### src/rtl/sensor_window_features_if.sv
// sensor_window_features_if: feature-vector valid/ready channel from the window stage to the tree scorer.
interface sensor_window_features_if #(parameter int CNT_W = 7);
    logic             feat_valid;
    logic             feat_ready;
    logic [CNT_W-1:0] feat_high_cnt;
    logic [CNT_W-1:0] feat_edge_cnt;
    logic [CNT_W-1:0] feat_max_run;
    logic             feat_overrun;
    modport master (output feat_valid, feat_high_cnt, feat_edge_cnt, feat_max_run, feat_overrun,
                    input feat_ready);
    modport slave (input feat_valid, feat_high_cnt, feat_edge_cnt, feat_max_run, feat_overrun,
                   output feat_ready);
endinterface

### src/rtl/sensor_window_features.sv
// sensor_window_features: synchronises a raw sensor bit and emits per-window high/edge/max-run features.
module sensor_window_features #(
    parameter int WINDOW = 64,
    parameter int CNT_W  = 7
) (
    input  logic clk,
    input  logic reset,
    input  logic sensor_input,
    sensor_window_features_if.master feat
);
    logic             s1_q, s1_d, s2_q, s2_d, prev_q, prev_d;
    logic [CNT_W-1:0] win_q, win_d, high_q, high_d, rise_q, rise_d, run_q, run_d, max_q, max_d;
    logic [CNT_W-1:0] o_high_q, o_high_d, o_rise_q, o_rise_d, o_max_q, o_max_d;
    logic             valid_q, valid_d, overrun_q, overrun_d;
    logic [CNT_W-1:0] high_n, rise_n, run_n, max_n;
    logic             win_end, load;

    always_comb begin
        s1_d      = sensor_input;
        s2_d      = s1_q;
        prev_d    = s2_q;
        win_end   = win_q == CNT_W'(WINDOW - 1);
        high_n    = high_q + CNT_W'(s2_q);
        rise_n    = rise_q + CNT_W'(s2_q & ~prev_q);
        run_n     = s2_q ? run_q + CNT_W'(1) : '0;
        max_n     = run_n > max_q ? run_n : max_q;
        // A finished window is taken only if the output slot is free or being drained now.
        load      = win_end & (~valid_q | feat.feat_ready);
        win_d     = win_end ? '0 : win_q + CNT_W'(1);
        high_d    = win_end ? '0 : high_n;
        rise_d    = win_end ? '0 : rise_n;
        run_d     = win_end ? '0 : run_n;
        max_d     = win_end ? '0 : max_n;
        o_high_d  = load ? high_n : o_high_q;
        o_rise_d  = load ? rise_n : o_rise_q;
        o_max_d   = load ? max_n : o_max_q;
        valid_d   = load | (valid_q & ~feat.feat_ready);
        overrun_d = overrun_q | (win_end & ~load);
    end

    always_ff @(posedge clk) begin
        if (reset) begin
            {s1_q, s2_q, prev_q, valid_q, overrun_q} <= '0;
            {win_q, high_q, rise_q, run_q, max_q}    <= '0;
            {o_high_q, o_rise_q, o_max_q}            <= '0;
        end else begin
            {s1_q, s2_q, prev_q, valid_q, overrun_q} <= {s1_d, s2_d, prev_d, valid_d, overrun_d};
            {win_q, high_q, rise_q, run_q, max_q}    <= {win_d, high_d, rise_d, run_d, max_d};
            {o_high_q, o_rise_q, o_max_q}            <= {o_high_d, o_rise_d, o_max_d};
        end
    end

    assign feat.feat_valid    = valid_q;
    assign feat.feat_high_cnt = o_high_q;
    assign feat.feat_edge_cnt = o_rise_q;
    assign feat.feat_max_run  = o_max_q;
    assign feat.feat_overrun  = overrun_q;
endmodule

### src/flat_wrapper.sv
// flat-port wrapper written by rule: the top's interface ports become plain ports
module sensor_window_features_flat 
#(
    parameter int WINDOW = 64,
    parameter int CNT_W  = 7
)
  (clk, reset, sensor_input, feat_feat_valid, feat_feat_high_cnt, feat_feat_edge_cnt, feat_feat_max_run, feat_feat_overrun, feat_feat_ready);
  sensor_window_features_if #(.CNT_W(CNT_W)) feat_i ();
  input  logic clk;
  input  logic reset;
  input  logic sensor_input;
  output wire logic [$bits(feat_i.feat_valid)-1:0] feat_feat_valid;
  output wire logic [$bits(feat_i.feat_high_cnt)-1:0] feat_feat_high_cnt;
  output wire logic [$bits(feat_i.feat_edge_cnt)-1:0] feat_feat_edge_cnt;
  output wire logic [$bits(feat_i.feat_max_run)-1:0] feat_feat_max_run;
  output wire logic [$bits(feat_i.feat_overrun)-1:0] feat_feat_overrun;
  input wire logic [$bits(feat_i.feat_ready)-1:0] feat_feat_ready;
  assign feat_feat_valid = feat_i.feat_valid;
  assign feat_feat_high_cnt = feat_i.feat_high_cnt;
  assign feat_feat_edge_cnt = feat_i.feat_edge_cnt;
  assign feat_feat_max_run = feat_i.feat_max_run;
  assign feat_feat_overrun = feat_i.feat_overrun;
  assign feat_i.feat_ready = feat_feat_ready;
  sensor_window_features #(.WINDOW(WINDOW), .CNT_W(CNT_W)) u_core (.clk(clk), .reset(reset), .sensor_input(sensor_input), .feat(feat_i));
endmodule
### config.mk
export PLATFORM = sky130hd
export DESIGN_NAME = sensor_window_features_flat
export DESIGN_NICKNAME = d
export VERILOG_FILES = /design/src/rtl/sensor_window_features_if.sv /design/src/rtl/sensor_window_features.sv /design/src/flat_wrapper.sv
export SDC_FILE = /design/constraint.sdc
export NUM_CORES = 1
export LEC_CHECK = 0
export CAP_MARGIN = 20
export CORE_ASPECT_RATIO = 0.7
export CORE_MARGIN = 2
export CORE_UTILIZATION = 55
export DETAILED_ROUTE_END_ITERATION = 8
export PLACE_DENSITY = 0.78
export SYNTH_ARGS = -nofsm -noshare
export SYNTH_HDL_FRONTEND = slang
export SYNTH_SLANG_ARGS = --single-unit
### constraint.sdc
create_clock -name clk -period 3.05 [get_ports clk]
set_input_delay 0.7625 -clock clk [delete_from_list [all_inputs] [get_ports clk]]
set_output_delay 0.7625 -clock clk [all_outputs]
set_load 0.05 [all_outputs]
==> impl_summary.log, run 1 <==
[metrics] status: finished clean
[metrics] final critical delay including setup and external delays: 2.68 ns
[metrics] clock group share of total power: 43.2%
[metrics] number of buffers added to fix hold violations after cts: 0
[metrics] post-synth design cell area: 0.00250 sq mm
[metrics] Worst Path Max Fanout: 4
[metrics] Slew HR: 65.0%
[metrics] area of the core: 0.00435 sq mm
[metrics] crit-path leading delay family: compound AO/OA/AOI/OAI gates
[metrics] pin count of the biggest net entering global routing: 39
[metrics] leakage power: 0.00109 uW
[metrics] Max-Cap Viols: 0
[metrics] clock latency at the later pin of the worst-skew pair: 0.34 ns
[metrics] startpoint-to-endpoint class of the critical path: reg -> reg
[metrics] via total after detailed routing: 1739
[metrics] endpoint class of the critical path: register
[metrics] RSZ-0062 raised after global routing: no
[metrics] internal portion of total power: 1160 uW
[metrics] vias in the first global route: 1652
[metrics] GR Util All Layers: 19.5%
[metrics] transition time of the tightest slew-check pin: 0.523 ns
[metrics] synthesized netlist net count: 270
[metrics] classification of the worst-slack hold path: reg -> reg
[metrics] maximum ir drop on the vdd rail: 389 uV
[metrics] Setup Skew: 0.00813 ns
[metrics] Sequential Area: 0.00122 sq mm
[metrics] setup slack, reg-to-reg: 0.37 ns
[metrics] count of antenna diodes in the layout: 0
[metrics] leading post-synthesis cells by instance count: 61 x sky130_fd_sc_hd__dfxtp_1, 59 x sky130_fd_sc_hd__nor2_1, 13 x sky130_fd_sc_hd__ha_1
[metrics] sinks on the clock net: 61
[metrics] Post-Route Hold Slack: 0.444 ns
[metrics] H-tree lvl count: 3
[metrics] sequential share of power: 54.0%
[metrics] library cell with the largest summed area after synthesis: sky130_fd_sc_hd__dfxtp_1
[metrics] Net Sw Power: 340 uW
[metrics] Mapped Avg Cell Area: 9.90 sq um
[metrics] Final Cycle Share: 87.8%
[metrics] met2 WL: 1970 um
[metrics] remaining number of nets flagged by the antenna check after routing: 0
[metrics] share of the synthesized area in the top cell type: 48.8%
[metrics] Inserted Clock Buffers: 9
[metrics] WL final: 4340 um
[metrics] Core Rows: 20
[metrics] wire length on met3: 148 um
[metrics] starting DRC count in detailed routing: 85
[metrics] Vias/cell: 5.07
[metrics] sum of negative setup slack: 0 ns
[metrics] worst path buffer plus inverter count: 1
[metrics] Multi-input gate area: 0.00117 sq mm
[metrics] cell mode on critical path: sky130_fd_sc_hd__ha_1
[metrics] fraction of layout instances using a drive strength above 1: 12.8%
[metrics] number of failing hold endpoints at the final stage: 0
[metrics] Post-DP HPWL: 2980 um
[metrics] data arrival time of the worst path: 2.89 ns
[metrics] CP max-delay cell: sky130_fd_sc_hd__or3_1
[metrics] number of resized instances in the post-cts repair step: 0
[metrics] io pins: 27
[metrics] antenna violations before repair: 0
[metrics] global-route wire length before repair: 7390 um
[metrics] die extent in y: 60.5 um
[metrics] # setup viols final: 0
[metrics] post-detailed-route DRC marker count: 0
[metrics] final net count: 300
[metrics] Routed WL per cell: 12.6 um
[metrics] CTS Root Cell: sky130_fd_sc_hd__clkbuf_8
[metrics] CP Data Required Time: 3.26 ns
[metrics] sequential area share after synthesis: 48.8%
[metrics] synth top area cells: sky130_fd_sc_hd__dfxtp_1 49%, sky130_fd_sc_hd__nor2_1 8.8%, sky130_fd_sc_hd__ha_1 6.5%
[metrics] net switching fraction of the power: 22.7%
[metrics] top sig layer: met4
[metrics] total grt overflow: 0
[metrics] CTS tree: built
[metrics] Max Root-Sink Buffers: 2
[metrics] clock transition at the register clock pins on the worst setup and hold paths after CTS: 0.07 ns
[metrics] Initial Util: 57.5%
[metrics] share of total power in combinational logic: 2.8%
[metrics] main flop type after synthesis: sky130_fd_sc_hd__dfxtp_1
[metrics] Setup Buffers After CTS: 0
[metrics] CP max stage delay: 0.38 ns
[metrics] cell-by-cell trace of the critical path: ha_1 -> nand3_1 -> or3_1 -> a21oi_2 -> ha_1 -> a21oi_1 -> o21ai_1 -> o21bai_2 -> buf_4 -> mux2i_1 -> a211oi_2
[metrics] flop and latch count out of synthesis: 61
[metrics] YS warnings: 0
[metrics] Yosys cell types: 36
[metrics] Final Slew Violations: 0
[metrics] Port Buf Inserts: 26
[metrics] cell with the most instances after synthesis: sky130_fd_sc_hd__dfxtp_1
[metrics] power per cell area: 505 mW/mm^2
[metrics] Highest Clock Rate: 373 MHz
[metrics] detailed-router iteration count before antenna repair: 4
[metrics] area of the die: 0.00512 sq mm
[metrics] cells after synthesis: 253
[metrics] fill count: 348
[metrics] RD Place Congestion: 0.896
[metrics] CP Launch Type: register
[metrics] number of synthesized flops with an enable pin: 0
[metrics] Area Overhead vs Synth: 18.4%
[metrics] Die Span X: 84.7 um
[metrics] post-synthesis async set-or-reset flop share: 0%
[metrics] Met1 Wirelength: 2170 um
cells in the final DEF, fill, tap and decap left out:
master / n
sky130_fd_sc_hd__nor2_1: 59
sky130_fd_sc_hd__and2_1: 9
sky130_fd_sc_hd__clkinv_2: 2
sky130_fd_sc_hd__o21ai_0: 1
sky130_fd_sc_hd__clkdlybuf4s50_1: 26
sky130_fd_sc_hd__a21oi_1: 4
sky130_fd_sc_hd__clkbuf_8: 11
sky130_fd_sc_hd__o21bai_2: 1
sky130_fd_sc_hd__nand3_4: 1
sky130_fd_sc_hd__or2_2: 1
sky130_fd_sc_hd__nand4_1: 1
sky130_fd_sc_hd__a21oi_2: 2
sky130_fd_sc_hd__nand2_1: 7
sky130_fd_sc_hd__xor2_1: 11
sky130_fd_sc_hd__nor4_4: 1
sky130_fd_sc_hd__clkinv_4: 2
sky130_fd_sc_hd__clkinv_1: 1
sky130_fd_sc_hd__ha_1: 13
sky130_fd_sc_hd__dfxtp_1: 61
sky130_fd_sc_hd__o21ai_1: 1
sky130_fd_sc_hd__a211oi_2: 10
sky130_fd_sc_hd__nor2b_1: 3
sky130_fd_sc_hd__nor3b_1: 1
sky130_fd_sc_hd__mux2i_1: 11
sky130_fd_sc_hd__buf_4: 3
sky130_fd_sc_hd__nand3b_1: 1
sky130_fd_sc_hd__mux2_2: 1
sky130_fd_sc_hd__nor3_1: 4
sky130_fd_sc_hd__xnor2_1: 6
sky130_fd_sc_hd__and3_1: 2
sky130_fd_sc_hd__clkinvlp_4: 1
sky130_fd_sc_hd__a211oi_1: 7
sky130_fd_sc_hd__nand2b_1: 2
sky130_fd_sc_hd__inv_1: 8
sky130_fd_sc_hd__nand3_1: 11
sky130_fd_sc_hd__or3_1: 1
sky130_fd_sc_hd__and2_4: 1
cell type report:
type	count	area share [%]
clock buffer	11	5.10
clock inverter	5	1.18
inverter	9	1.14
multi-input combinational	173	39.6
sequential	61	41.2
tap	55	2.32
timing repair buffer	29	9.53
per-layer routing:
layer | global-route usage [%] | vias up
li1 | - | 903
met1 | 22.8 | 811
met2 | 31.7 | 20
met3 | 9.80 | 5
met4 | 6.80 | 0
met5 | 0 | -
flip-flops by register name (all words and copies together) (netlist names), 7 cells and up:
| name | flops |
|---|---|
| u_core.high_q | 7 |
| u_core.win_q | 7 |
| u_core.max_q | 7 |
| u_core.feat.feat_high_cnt | 7 |
| u_core.run_q | 7 |
| u_core.rise_q | 7 |
| u_core.feat.feat_max_run | 7 |
| u_core.feat.feat_edge_cnt | 7 |
stage by stage:
step / worst slack [ns] / total power (uW) / instances / utilization (%) / instance area, sq um
6_report: 0.372 / 1500 / 343 / 68.1 / 2970
5_1_grt: 0.154 / 1570 / 343 / 68.1 / 2970
4_1_cts: 0.356 / 1520 / 343 / 68.1 / 2970
3_3_place_gp: 0.489 / 868 / 327 / 63.9 / 2780
3_5_place_dp: 0.350 / 869 / 327 / 63.9 / 2780
2_1_floorplan: 0.479 / 858 / 253 / - / 2500
path summary, 6_finish.rpt:
kind / start / end / cells after the start
setup / recovery: u_core.run_q[0] / u_core.feat.feat_max_run[2] / 11
hold / removal: u_core.s1_q / u_core.prev_d / 1
setup reg to reg: u_core.run_q[0] / u_core.feat.feat_max_run[2] / 11
hold reg to reg: u_core.s1_q / u_core.prev_d / 1
power groups by stage:
stage | clock (uW) | sequential (uW) | combinational [uW]
2_1_floorplan | 0 | 825 | 32.1
3_3_place_gp | 0 | 826 | 41.9
3_5_place_dp | 0 | 827 | 42.2
4_1_cts | 668 | 809 | 42.5
5_1_grt | 714 | 809 | 47.1
6_report | 648 | 809 | 42.1
kinds of logic after synthesis:
family          synth area share, %
buf+inv                        4.39
simple gates                   20.1
fa+ha+maj                      6.49
compound gates                 9.44
mux                            4.85
flops                          48.8
xor+xnor                       5.94
No activity file was read; power rests on OpenSTA's default activity.
==> inputs of run 2 (changes only) <==
- SLEW_MARGIN: default -> 20
==> results of run 2 <==
No change in the layout: final DEF, timing and power equal those of run 1.
==> inputs of run 3 (changes only) <==
- CTS_CLUSTER_DIAMETER: default -> 40
==> results of run 3 <==
No change in the layout: final DEF, timing and power equal those of run 1.
